File: src/rtl/sc_add_decoder_if.sv
// Handshake bundle for the stochastic-computing add decoder.
// master drives start/abort/samples; slave reports busy/done/results.
interface sc_add_decoder_if #(
  parameter int WLOG    = 8,
  parameter int LOGINUM = 4
);
  logic                      start;
  logic                      abort;
  logic                      in_bit;
  logic                      in_valid;
  logic                      busy;
  logic                      done;
  logic [WLOG:0]             cnt_out;
  logic [WLOG+LOGINUM:0]     sum_out;

  modport master (
    output start, abort, in_bit, in_valid,
    input  busy, done, cnt_out, sum_out
  );

  modport slave (
    input  start, abort, in_bit, in_valid,
    output busy, done, cnt_out, sum_out
  );
endinterface

File: src/rtl/sc_add_decoder.sv
// Counts ones over a 2^WLOG valid-sample window of a mux-adder bitstream
// and rescales the count by 2^LOGINUM. Ports: clk, rst_n, bus (slave).
module sc_add_decoder #(
  parameter int WLOG    = 8,
  parameter int LOGINUM = 4
) (
  input  logic            clk,
  input  logic            rst_n,
  sc_add_decoder_if.slave bus
);

  localparam logic [1:0] S_IDLE = 2'd0;
  localparam logic [1:0] S_RUN  = 2'd1;
  localparam logic [1:0] S_DONE = 2'd2;

  logic [1:0]      state_q, state_d;
  logic [WLOG-1:0] smp_q, smp_d;
  logic [WLOG:0]   ones_q, ones_d;
  logic [WLOG:0]   cnt_q, cnt_d;
  logic [WLOG:0]   ones_inc;
  logic            last_smp;
  logic            busy_q, done_q;

  assign ones_inc = ones_q + (WLOG+1)'(bus.in_bit);
  assign last_smp = (smp_q == '1);

  always_comb begin
    state_d = state_q;
    smp_d   = smp_q;
    ones_d  = ones_q;
    cnt_d   = cnt_q;
    unique case (1'b1)
      (state_q == S_RUN): begin
        // abort outranks both acceptance and completion
        if (bus.abort) begin
          state_d = S_IDLE;
        end else if (bus.in_valid) begin
          smp_d  = smp_q + WLOG'(1);
          ones_d = ones_inc;
          if (last_smp) begin
            state_d = S_DONE;
            cnt_d   = ones_inc;
          end
        end
      end
      (state_q == S_DONE): begin
        if (bus.start) begin
          state_d = S_RUN;
          smp_d   = '0;
          ones_d  = '0;
        end else begin
          state_d = S_IDLE;
        end
      end
      default: begin
        // IDLE, and recovery from the unused encoding
        smp_d   = '0;
        ones_d  = '0;
        state_d = bus.start ? S_RUN : S_IDLE;
      end
    endcase
  end

  always_ff @(posedge clk or negedge rst_n) begin
    if (!rst_n) begin
      state_q <= S_IDLE;
      smp_q   <= '0;
      ones_q  <= '0;
      cnt_q   <= '0;
      busy_q  <= 1'b0;
      done_q  <= 1'b0;
    end else begin
      state_q <= state_d;
      smp_q   <= smp_d;
      ones_q  <= ones_d;
      cnt_q   <= cnt_d;
      busy_q  <= (state_d == S_RUN);
      done_q  <= (state_d == S_DONE);
    end
  end

  assign bus.busy    = busy_q;
  assign bus.done    = done_q;
  assign bus.cnt_out = cnt_q;
  assign bus.sum_out = {cnt_q, {LOGINUM{1'b0}}};

endmodule

File: src/flat_wrapper.sv
// flat-port wrapper written by rule: the top's interface ports become plain ports
module sc_add_decoder_flat 
#(
  parameter int WLOG    = 8,
  parameter int LOGINUM = 4
)
  (clk, rst_n, bus_start, bus_abort, bus_in_bit, bus_in_valid, bus_busy, bus_done, bus_cnt_out, bus_sum_out);
  sc_add_decoder_if #(.WLOG(WLOG), .LOGINUM(LOGINUM)) bus_i ();
  input  logic clk;
  input  logic rst_n;
  input wire logic [$bits(bus_i.start)-1:0] bus_start;
  input wire logic [$bits(bus_i.abort)-1:0] bus_abort;
  input wire logic [$bits(bus_i.in_bit)-1:0] bus_in_bit;
  input wire logic [$bits(bus_i.in_valid)-1:0] bus_in_valid;
  output wire logic [$bits(bus_i.busy)-1:0] bus_busy;
  output wire logic [$bits(bus_i.done)-1:0] bus_done;
  output wire logic [$bits(bus_i.cnt_out)-1:0] bus_cnt_out;
  output wire logic [$bits(bus_i.sum_out)-1:0] bus_sum_out;
  assign bus_i.start = bus_start;
  assign bus_i.abort = bus_abort;
  assign bus_i.in_bit = bus_in_bit;
  assign bus_i.in_valid = bus_in_valid;
  assign bus_busy = bus_i.busy;
  assign bus_done = bus_i.done;
  assign bus_cnt_out = bus_i.cnt_out;
  assign bus_sum_out = bus_i.sum_out;
  sc_add_decoder #(.WLOG(WLOG), .LOGINUM(LOGINUM)) u_core (.clk(clk), .rst_n(rst_n), .bus(bus_i));
endmodule
File: config.mk
export PLATFORM = sky130hd
export DESIGN_NAME = sc_add_decoder_flat
export DESIGN_NICKNAME = d
export VERILOG_FILES = /design/src/rtl/sc_add_decoder_if.sv /design/src/rtl/sc_add_decoder.sv /design/src/flat_wrapper.sv
export SDC_FILE = /design/constraint.sdc
export NUM_CORES = 1
export LEC_CHECK = 0
export CAP_MARGIN = 20
export CORE_AREA = 2 2 74 76
export DETAILED_ROUTE_END_ITERATION = 16
export DIE_AREA = 0 0 76 78
export SLEW_MARGIN = 10
export SYNTH_ARGS = -nofsm -noshare
export SYNTH_HDL_FRONTEND = slang
export SYNTH_SLANG_ARGS = --single-unit
File: constraint.sdc
create_clock -name clk -period 1.6 [get_ports clk]
set_input_delay 0.32 -clock clk [delete_from_list [all_inputs] [get_ports clk]]
set_output_delay 0.32 -clock clk [all_outputs]
set_load 0.005 [all_outputs]
=== After elaboration in Yosys (flattened, before gate mapping) ===
Cells that the tools add are included.

* Register bits: 30
* Output and inout bits: 24
* Word-level logic and storage cells: 32
* Bits of input ports: 6

* Add/subtract/negate cells: 2
* Equality and inequality tests: 8
* Reductions and logical operators: 2
* Mux-type cells: 13
* Bitwise logic cells: 1

{| class="wikitable"
|+ Operators with widths
! operator !! number
|-
| $mux W9 || 3
|-
| $mux W8 || 3
|-
| $pmux W9 S2 || 1
|-
| $pmux W8 S2 || 1
|-
| $add A9 B1 Y9 || 1
|-
| $add A8 B1 Y8 const B || 1
|-
| $eq A8 B8 Y1 const B || 1
|-
| $mux W2 || 4
|-
| $ne A2 B2 Y1 const B || 3
|-
| $eq A2 B1 Y1 const B || 2
|-
| $eq A2 B2 Y1 const B || 2
|-
| $reduce_and A4 Y1 || 1
|-
| $reduce_and A3 Y1 || 1
|-
| $mux W1 || 1
|-
| $not A1 Y1 || 1
|}

=== Depth between registers and ports, before layout ===
Gate-level depths: netlist (run 1).

* Depth after elaboration: 6
* Depth in mapped cells: 7
* Depth with buffers taken out: 6

=== Least setup slack after synthesis (run 1) ===
Ideal clock, no wire load.

* Path kind: register to register
* Start: register u_core.state_q[0]
* End: register u_core.smp_q[5]
* Library setup time: 0.078 ns
* Required time: 1.522 ns
* Cell stages (with the launch flop): 7
* Arrival time: 1.511 ns
* Slack: 0.011 ns
* Period minus slack after synthesis: 1.589 ns
* Buffers on the path: 2
* Path through: dfrtp_1 -> nor2b_1 -> buf_6 -> a21o_1 -> buf_6 -> or4_1 -> a21oi_1

* Longest elaborated chain between the ends: 3
* Elaborated cells between the ends (all ways): 7
* Classes of those cells: eq/ne: 5; mux: 1; reduce/logical: 1

{| class="wikitable"
|+ Ends and longest elaborated chain
! what !! RTL line !! text
|-
| from (decl) || sc_add_decoder.sv:16 || <nowiki>logic [1:0] state_q, state_d;</nowiki>
|-
| from (signal assigned) || sc_add_decoder.sv:73 || <nowiki>state_q <= state_d;</nowiki>
|-
| $eq A2 B1 Y1 or $eq A2 B2 Y1 (tied branches) || sc_add_decoder.sv:33, sc_add_decoder.sv:46 ||
|-
| $ne A2 B2 Y1 (no source line) || -- ||
|-
| $reduce_and A3 Y1 (no source line) || -- ||
|-
| to (signal assigned) || sc_add_decoder.sv:74 || <nowiki>smp_q <= smp_d;</nowiki>
|-
| to (decl) || sc_add_decoder.sv:17 || <nowiki>logic [WLOG-1:0] smp_q, smp_d;</nowiki>
|}

Parallel ways exist; a longest one is shown, timed or not.
A chain may end at the register's enable or synchronous reset.

=== Final worst setup path (run 1) ===
* Start: input bus_in_bit
* End: register u_core.ones_q[8]

* Longest elaborated chain between the ends: 4

{| class="wikitable"
|+ Ends and longest elaborated chain
! what !! RTL line !! text
|-
| from (decl) || flat_wrapper.sv:13 || <nowiki>input wire logic [$bits(bus_i.in_bit)-1:0] bus_in_bit;</nowiki>
|-
| $add A9 B1 Y9 || sc_add_decoder.sv:24 || <nowiki>assign ones_inc = ones_q + (WLOG+1)'(bus.in_bit);</nowiki>
|-
| $mux W9 || sc_add_decoder.sv:37 || <nowiki>end else if (bus.in_valid) begin</nowiki>
|-
| $mux W9 || sc_add_decoder.sv:35 || <nowiki>if (bus.abort) begin</nowiki>
|-
| $pmux W9 S2 || sc_add_decoder.sv:32 || <nowiki>unique case (1'b1)</nowiki>
|-
| to (signal assigned) || sc_add_decoder.sv:75 || <nowiki>ones_q <= ones_d;</nowiki>
|-
| to (decl) || sc_add_decoder.sv:18 || <nowiki>logic [WLOG:0] ones_q, ones_d;</nowiki>
|}

No other way between the ends. The select of a mux whose other input is x is not followed.

==> flow_metrics.env, run 1 <==
export IMPL_antenna_left=0
export IMPL_coreArea_um2=5040
export IMPL_finalClockSkew_ns=0.00336
export IMPL_power_internal_mw=1.24
export IMPL_p_switching_mw=0.417
export IMPL_worstReg2RegStart="u_core.state_q[1]$_DFF_PN0_"
export IMPL_layout_nets=215
export IMPL_final_hold_viol_count=0
export IMPL_netlist_instances=162
export IMPL_netlist_area_leader_share_pct=47.6
export IMPL_post_route_min_period_ns=1.55
export IMPL_crit_family="simple AND/OR/NAND/NOR gates"
export IMPL_synth_async_sr_flop_share_pct=100
export IMPL_irDropWorstVdd_v=0.000361
export IMPL_die_y_um=78
export IMPL_p_per_area_nw_per_um2=760
export IMPL_reg2reg_to="u_core.smp_q[5]$_DFFE_PN0P_"
export IMPL_drtIter0Drc=125
export IMPL_critPathBufInv=1
export IMPL_drive_above_1_share_pct=26.6
export IMPL_hp_class="input port to register"
export IMPL_finalWirelength_um=3530
export IMPL_setup_viol=0
export IMPL_worstPathRequired_ns=1.79
export IMPL_cts_sinks=30
export IMPL_synth_area_um2=1580
export IMPL_grt_max_degree=31
export IMPL_synth_area_leader_cell="dfrtp_1"
export IMPL_cts_buffer_depth=2
export IMPL_min_from="bus_abort"
export IMPL_start_util_pct=31.3
export IMPL_status="finished clean"
export IMPL_dieArea_um2=5930
export IMPL_num_antenna_cells=0
export IMPL_critPathKind="input port to register"
export IMPL_drtPass1Iterations=6
export IMPL_synth_edff_count=0
export IMPL_htreeDepth=2
export IMPL_gp_congestion=0.776
export IMPL_cts_hold_repair_buffers=0
export IMPL_crit_path_cell_trace="clkdlybuf4s50_1 > ha_2 > ha_4 > nand4_1 > or3_1 > o21ai_0"
export IMPL_hold_slack_ns=0.412
export IMPL_num_vias=1303
export IMPL_rows=26
export IMPL_clk_latency_ns=0.27
export IMPL_yosysSeqAreaShare_pct=47.6
export IMPL_grt_pass1_wl_um=5550
export IMPL_layout_common_cells="buf_4, dfrtp_1, clkdlybuf4s50_1"
export IMPL_whs_path_depth=3
export IMPL_cp_max_fo=3
export IMPL_power_frac_clock_pct=37.4
export IMPL_drcViolationCount=0
export IMPL_finalCritPeriodShare_pct=97.1
export IMPL_overflow=0
export IMPL_clk_pin_slew_worst_paths_ns=0.06
export IMPL_root_buffer="clkbuf_8"
export IMPL_worst_r2r_cell_count=4
export IMPL_cp_slowest_cell="clkdlybuf4s50_1"
export IMPL_yosys_warnings=0
export IMPL_wl_per_cell_um=12.7
export IMPL_cts_tree="yes"
export IMPL_yosysUniqueCellTypes=34
export IMPL_fillers=479
export IMPL_ys_seq_elements=30
export IMPL_grt_use_total_pct=11.7
export IMPL_ioPinCount=30
export IMPL_finalPower_mw=1.66
export IMPL_setup_tns_ns=0
export IMPL_synth_area_top_cells="dfrtp_1, buf_4, xnor2_1"
export IMPL_ys_flop_type="dfrtp_1"
export IMPL_hold_end="u_core.state_q[1]$_DFF_PN0_"
export IMPL_seqPwrFrac_pct=48.5
export IMPL_reg2reg_slack_ns=0.08
export IMPL_grt_pass1_vias=1196
export IMPL_pwr_share_comb_pct=14.0
export IMPL_die_x_um=76
export IMPL_finalMaxSlewViolations=0
export IMPL_area_growth_syn_to_layout_pct=38.5
export IMPL_antenna_found_initial=0
export IMPL_drv_cap=0
export IMPL_max_freq_ghz=0.643
export IMPL_switching_share_pct=25.1
export IMPL_cp_arrival_ns=1.75
export IMPL_port_buffers=25
export IMPL_hpwlAfterDp_um=2370
export IMPL_start_kind="input port"
export IMPL_via_per_inst=4.70
export IMPL_cpPeakStageDelay_ns=0.47
export IMPL_end_kind="register"
export IMPL_p_leak_nw=0.952
export IMPL_cts_made_buffers=5
export IMPL_synth_area_per_cell_um2=9.74
==> layout make-up <==
class / instances / area [um2] / share of cell area [%]
sequential: 30 / 751 / 34.4
multi-input combinational: 110 / 751 / 34.4
timing repair buffer: 57 / 497 / 22.7
tap: 70 / 87.6 / 4.01
clock buffer: 7 / 86.3 / 3.95
inverter: 2 / 7.51 / 0.344
clock inverter: 1 / 5.00 / 0.229
==> cell usage after synthesis, types with 3 or more instances <==
cell type / count
a21oi_1: 11
ha_1: 3
nand3_1: 7
o21ai_0: 12
xor2_1: 3
xnor2_1: 7
dfrtp_1: 30
nand2_1: 12
clkbuf_1: 5
a211oi_1: 3
buf_4: 13
nor2_1: 14
or4_1: 3
o31ai_1: 7
==> tightest hold or removal path, cell delays in order <==
cell and delay [ns]:
dlymetal6s2s_1 0.14, buf_4 0.14, nor3_2 0.04
==> worst max path at each step <==
stage,start,to,slack [ns],depth (start not counted)
6_report,bus_in_bit,u_core.ones_q[8]$_DFFE_PN0P_,0.05,6
3_5_place_dp,bus_abort,u_core.bus.cnt_out[2]$_DFFE_PN0P_,-0.30,6
2_1_floorplan,u_core.state_q[0]$_DFF_PN0_,u_core.smp_q[5]$_DFFE_PN0P_,0.01,6
5_1_grt,bus_in_bit,u_core.ones_q[8]$_DFFE_PN0P_,-0.02,6
3_3_place_gp,bus_abort,u_core.smp_q[5]$_DFFE_PN0P_,-0.27,5
4_1_cts,bus_abort,u_core.bus.cnt_out[1]$_DFFE_PN0P_,-0.003,4
==> power by group through the flow <==
stage	sequential (mW)	combinational, mW	clock [mW]
floorplan	0.814	0.125	0
global placement	0.815	0.220	0
detailed placement	0.815	0.223	0
CTS	0.802	0.224	0.639
global route	0.809	0.259	0.671
finish	0.806	0.233	0.621
==> routing by layer <==
metal / vias up / wire length, um / track usage [%] / share of wire (%)
met5: - / 0 / 0 / 0
li1: 636 / - / - / -
met4: 0 / 34 / 4.91 / 0.96
met1: 638 / 1700 / 14.9 / 48
met2: 27 / 1670 / 19.1 / 47
met3: 2 / 120 / 2.79 / 3.4
==> metrics by stage <==
step | instances | instance area [um2] | utilization (%) | worst slack [ns]
global route | 277 | 2180 | 43.3 | -0.0211
global placement | 264 | 1980 | 39.2 | -0.270
CTS | 272 | 2070 | 41.1 | -0.00340
floorplan | 165 | 1590 | - | 0.0109
finish | 277 | 2180 | 43.3 | 0.0459
detailed placement | 264 | 1980 | 39.2 | -0.299
==> registers in the layout (all words and copies together) (netlist names) <==
signal              flops
u_core.bus.busy         1
u_core.bus.cnt_out      9
u_core.bus.done         1
u_core.ones_q           9
u_core.smp_q            8
u_core.state_q          2
==> cell families after synthesis <==
logic type                 Yosys count  share of synthesized area [%]
AOI/OAI and AO/OA                   38                           14.4
xor gates and xnor gates            10                           5.55
adders and majority gates            3                           2.38
buffers and inverters               25                           10.2
DFF                                 30                           47.6
muxes                                2                           1.43
other                                1                          0.238
and+or+nand+nor                     53                           18.2
==> what timing repair did <==
item | in CTS | in global routing
gates resized for setup | 1 | 19
hold endpoints to repair | 0 | 0
buffers inserted | 0 | 4
pin swaps | 0 | 6
gates cloned | 0 | 1
endpoints found under the setup margin | 1 | 19
Note: power is estimated with default switching activity, not from simulation.
==> run 2, diff against run 1 <==
--- a/config.mk
+++ b/config.mk
@@ -13,3 +13,4 @@
 export SYNTH_ARGS = -nofsm -noshare
 export SYNTH_HDL_FRONTEND = slang
 export SYNTH_SLANG_ARGS = --single-unit
+export TNS_END_PERCENT = 50
==> flow_metrics.env, run 2 (same netlist as run 1, synthesis figures left out) <==
export IMPL_min_from="bus_abort"
export IMPL_max_freq_ghz=0.641
export IMPL_finalClockSkew_ns=0.00348
export IMPL_layout_nets=214
export IMPL_whs_path_depth=3
export IMPL_drive_above_1_share_pct=26.7
export IMPL_cpPeakStageDelay_ns=0.49
export IMPL_grt_pass1_vias=1196
export IMPL_start_util_pct=31.3
export IMPL_cts_made_buffers=5
export IMPL_drtPass1Iterations=4
export IMPL_coreArea_um2=5040
export IMPL_placed_area_um2=1980
export IMPL_setup_viol=0
export IMPL_wl_per_cell_um=12.8
export IMPL_dp_slack_ns=-0.299
export IMPL_antenna_left=0
export IMPL_drcViolationCount=0
export IMPL_crit_family="simple AND/OR/NAND/NOR gates"
export IMPL_final_area_um2=2180
export IMPL_cp_max_fo=4
export IMPL_hp_class="input port to register"
export IMPL_finalCritPeriodShare_pct=97.5
export IMPL_port_buffers=25
export IMPL_die_y_um=78
export IMPL_htreeDepth=2
export IMPL_critPathBufInv=1
export IMPL_die_x_um=76
export IMPL_cts_buffer_depth=2
export IMPL_hpwlAfterDp_um=2370
export IMPL_root_buffer="clkbuf_8"
export IMPL_final_util_pct=43.3
export IMPL_area_growth_syn_to_layout_pct=38.3
export IMPL_rows=26
export IMPL_grt_max_degree=31
export IMPL_cts_sinks=30
export IMPL_num_vias=1309
export IMPL_drtIter0Drc=93
export IMPL_cp_slowest_cell="or4_1"
export IMPL_ioPinCount=30
export IMPL_clk_pin_slew_worst_paths_ns=0.06
export IMPL_p_leak_nw=0.949
export IMPL_layout_common_cells="dfrtp_1, buf_4, clkdlybuf4s50_1"
export IMPL_p_per_area_nw_per_um2=760
export IMPL_reg2reg_to="u_core.smp_q[7]$_DFFE_PN0P_"
export IMPL_fin_ws_ns=0.0402
export IMPL_start_kind="register"
export IMPL_clk_latency_ns=0.28
export IMPL_worstPathRequired_ns=1.81
export IMPL_placed_cells=264
export IMPL_cts_tree="yes"
export IMPL_via_per_inst=4.74
export IMPL_worstReg2RegStart="u_core.smp_q[4]$_DFFE_PN0P_"
export IMPL_status="finished clean"
export IMPL_irDropWorstVdd_v=0.000360
export IMPL_fin_cells=276
export IMPL_grt_use_total_pct=11.7
export IMPL_num_antenna_cells=0
export IMPL_worst_r2r_cell_count=4
export IMPL_gp_congestion=0.776
export IMPL_post_route_min_period_ns=1.56
export IMPL_rsz0062_at_grt="true"
export IMPL_hold_slack_ns=0.410
export IMPL_final_common_cell="dfrtp_1"
export IMPL_crit_path_cell_trace="nand4_1 > buf_4 > or4_1 > a21oi_1"
export IMPL_dieArea_um2=5930
export IMPL_end_kind="register"
export IMPL_finalWirelength_um=3540
export IMPL_antenna_found_initial=0
export IMPL_final_hold_viol_count=0
export IMPL_grt_pass1_wl_um=5550
export IMPL_reg2reg_slack_ns=0.04
export IMPL_hold_end="u_core.state_q[1]$_DFF_PN0_"
export IMPL_overflow=0
export IMPL_cp_arrival_ns=1.77
export IMPL_drv_cap=0
export IMPL_critPathKind="register to register"
export IMPL_finalMaxSlewViolations=0
## run 2: cell types whose count changed in the layout (fill, tap and decap cells not counted)
cell	before	now
buf_4	30	29
or3_1	2	1
or3_4	0	1
## run 2: metal layers
| metal | GRT usage, % | vias to the layer above | wire length, um |
|---|---|---|---|
| met3 | 2.79 | 4 | 139 |
| met1 | 14.9 | 643 | 1660 |
| met5 | 0 | - | 0 |
| met2 | 19.1 | 27 | 1690 |
| met4 | 4.91 | 0 | 48 |
| li1 | - | 635 | - |
## run 2: worst max path at each step
stage	startpoint	end	cells after the start
after floorplan	u_core.state_q[0]$_DFF_PN0_	u_core.smp_q[5]$_DFFE_PN0P_	6
after global placement	bus_abort	u_core.smp_q[5]$_DFFE_PN0P_	5
after detailed placement	bus_abort	u_core.bus.cnt_out[2]$_DFFE_PN0P_	6
after CTS	bus_abort	u_core.bus.cnt_out[1]$_DFFE_PN0P_	4
after global routing	bus_in_bit	u_core.ones_q[8]$_DFFE_PN0P_	6
final	u_core.smp_q[4]$_DFFE_PN0P_	u_core.smp_q[7]$_DFFE_PN0P_	4
## run 2: worst register-to-register path: stages (launching register included)
cell,delay (ns)
dfrtp_1,0.42
nand4_1,0.22
buf_4,0.21
or4_1,0.49
a21oi_1,0.14
## run 2: layout make-up
cell class	count	area [um2]
clock buffer	7	86.3
clock inverter	1	5.00
fill	482	2860
inverter	2	7.51
multi-input combinational	110	756
sequential	30	751
tap	70	87.6
timing repair buffer	56	489
## run 2: metrics by stage
step,TNS [ns],power [mW]
after floorplan,0,0.940
after global placement,-5.20,1.04
after detailed placement,-5.75,1.04
after CTS,-0.00340,1.67
after global routing,-0.0675,1.74
final,0,1.66
## run 2: power breakdown
group          leakage, nW  total [mW]  internal, mW  switching, mW
clock network       0.0482       0.621         0.346          0.275
logic                0.487       0.232         0.112          0.120
registers            0.413       0.806         0.784         0.0214
## run 2: what timing repair did
action | 4_1_cts | 5_1_grt
endpoints found under the setup margin | 1 | 19
pin swaps | 0 | 6
buffers inserted | 0 | 3
hold buffers | 0 | 0
cloned | 0 | 1
gates resized for setup | 1 | 20
==> run 3, diff against run 2 <==
--- a/config.mk
+++ b/config.mk
@@ -5,10 +5,10 @@
 export SDC_FILE = /design/constraint.sdc
 export NUM_CORES = 1
 export LEC_CHECK = 0
-export CAP_MARGIN = 20
 export CORE_AREA = 2 2 74 76
 export DETAILED_ROUTE_END_ITERATION = 16
 export DIE_AREA = 0 0 76 78
+export DONT_BUFFER_PORTS = 1
 export SLEW_MARGIN = 10
 export SYNTH_ARGS = -nofsm -noshare
 export SYNTH_HDL_FRONTEND = slang
==> flow_metrics.env, run 3 (same netlist as run 1, synthesis figures left out) <==
export IMPL_status="finished clean"
export IMPL_cp_arrival_ns=1.71
export IMPL_relSlewSlack_pct=66.8
export IMPL_finalCritPeriodShare_pct=96.6
export IMPL_clk_pin_slew_worst_paths_ns=0.06
export IMPL_start_util_pct=31.3
export IMPL_rows=26
export IMPL_finalWirelength_um=3070
export IMPL_die_y_um=78
export IMPL_cpPeakStageDelay_ns=0.42
export IMPL_drcViolationCount=0
export IMPL_root_buffer="clkbuf_8"
export IMPL_num_antenna_cells=0
export IMPL_drtPass1Iterations=4
export IMPL_grt_pass1_wl_um=5020
export IMPL_cts_sinks=30
export IMPL_critPathKind="register to register"
export IMPL_placed_area_um2=1660
export IMPL_wl_per_cell_um=12.7
export IMPL_cp_max_fo=5
export IMPL_grt_use_total_pct=10.7
export IMPL_fin_cells=242
export IMPL_hp_class="input port to register"
export IMPL_start_kind="register"
export IMPL_worst_r2r_cell_count=4
export IMPL_irDropWorstVdd_v=0.000283
export IMPL_coreArea_um2=5040
export IMPL_end_kind="register"
export IMPL_worst_pin_slew_ns=0.496
export IMPL_port_buffers=0
export IMPL_setup_tns_ns=0
export IMPL_p_leak_nw=0.801
export IMPL_drv_cap=0
export IMPL_antenna_left=0
export IMPL_crit_path_cell_trace="nor3b_1 > nor4b_4 > buf_4 > mux2_2"
export IMPL_cts_made_buffers=5
export IMPL_layout_common_cells="dfrtp_1, buf_4, nor2_1"
export IMPL_hold_slack_ns=0.0996
export IMPL_grt_max_degree=31
export IMPL_final_area_um2=1860
export IMPL_p_per_area_nw_per_um2=877
export IMPL_finalClockSkew_ns=0.00354
export IMPL_max_freq_ghz=0.647
export IMPL_cp_slowest_cell="dfrtp_1"
export IMPL_via_per_inst=4.66
export IMPL_setup_viol=0
export IMPL_fillers=510
export IMPL_drive_above_1_share_pct=25.0
export IMPL_whs_path_depth=1
export IMPL_clk_latency_ns=0.28
export IMPL_drtIter0Drc=92
export IMPL_die_x_um=76
export IMPL_final_common_cell="dfrtp_1"
export IMPL_area_growth_syn_to_layout_pct=17.8
export IMPL_cts_tree="yes"
export IMPL_finalPower_mw=1.63
export IMPL_gp_congestion=0.800
export IMPL_overflow=0
export IMPL_hpwlAfterDp_um=2130
export IMPL_htreeDepth=2
export IMPL_num_vias=1128
export IMPL_dieArea_um2=5930
export IMPL_finalMaxSlewViolations=0
export IMPL_ioPinCount=30
export IMPL_antenna_found_initial=0
export IMPL_layout_nets=180
export IMPL_placed_cells=229
export IMPL_post_route_min_period_ns=1.55
export IMPL_final_hold_viol_count=0
export IMPL_worstPathRequired_ns=1.77
export IMPL_cts_buffer_depth=2
export IMPL_grt_pass1_vias=1019
[run 3: path summary, 6_finish.rpt]
check                                                    endpoint                    startpoint  slack, ns
worst max register to register  u_core.bus.cnt_out[1]$_DFFE_PN0P_   u_core.state_q[1]$_DFF_PN0_       0.05
max in group asynchronous            u_core.ones_q[2]$_DFFE_PN0P_                         rst_n       0.96
min in group asynchronous            u_core.ones_q[1]$_DFFE_PN0P_                         rst_n       0.48
worst min register to register       u_core.ones_q[0]$_DFFE_PN0P_  u_core.ones_q[0]$_DFFE_PN0P_       0.49
worst max-delay path            u_core.bus.cnt_out[1]$_DFFE_PN0P_   u_core.state_q[1]$_DFF_PN0_       0.05
worst min-delay path                    u_core.bus.done$_DFF_PN0_                     bus_abort        0.1
[run 3: report_power, final]
group          switching [mW]  leakage (nW)  internal (mW)
combinational           0.109         0.339         0.0921
sequential             0.0194         0.413          0.785
clock                   0.278        0.0482          0.346
total                   0.407         0.801           1.22
[run 3: what timing repair did]
item,4_1_cts,5_1_grt
endpoints found under the setup margin,0,17
setup buffers,0,2
resized for setup,0,14
hold buffers,2,0
endpoints found under the hold margin,30,0
[run 3: per-layer routing]
layer | vias to the layer above | part of all wire [%] | track usage [%]
met5 | - | 0 | 0
met4 | 0 | 2.1 | 6.00
met3 | 6 | 4.5 | 3.49
met2 | 20 | 46 | 15.7
met1 | 535 | 48 | 14.0
li1 | 567 | - | -
[run 3: cell type report]
class	instances	area, um2	share of cell area, %
flip-flops and latches	30	751	40.4
inverters	2	7.51	0.404
repair buffers	22	194	10.4
well taps	70	87.6	4.71
multi-input cells	110	728	39.2
clock buffers	7	86.3	4.64
clock inverters	1	5.00	0.269
[run 3: critical path: cells and delay by family (launching register included)]
kind / cells / cell delay, ns
muxes: 1 / 0.33
and+or+nand+nor: 2 / 0.50
DFF: 1 / 0.42
buffers and inverters: 1 / 0.18
[run 3: per-stage QoR]
| stage | utilization [%] | setup slack (ns) |
|---|---|---|
| 6_report | 36.9 | 0.0540 |
| 3_3_place_gp | 33.0 | 0.0376 |
| 3_5_place_dp | 33.0 | 0.0341 |
| 4_1_cts | 35.4 | 0.0142 |
| 2_1_floorplan | - | 0.0109 |
| 5_1_grt | 36.9 | -0.0360 |
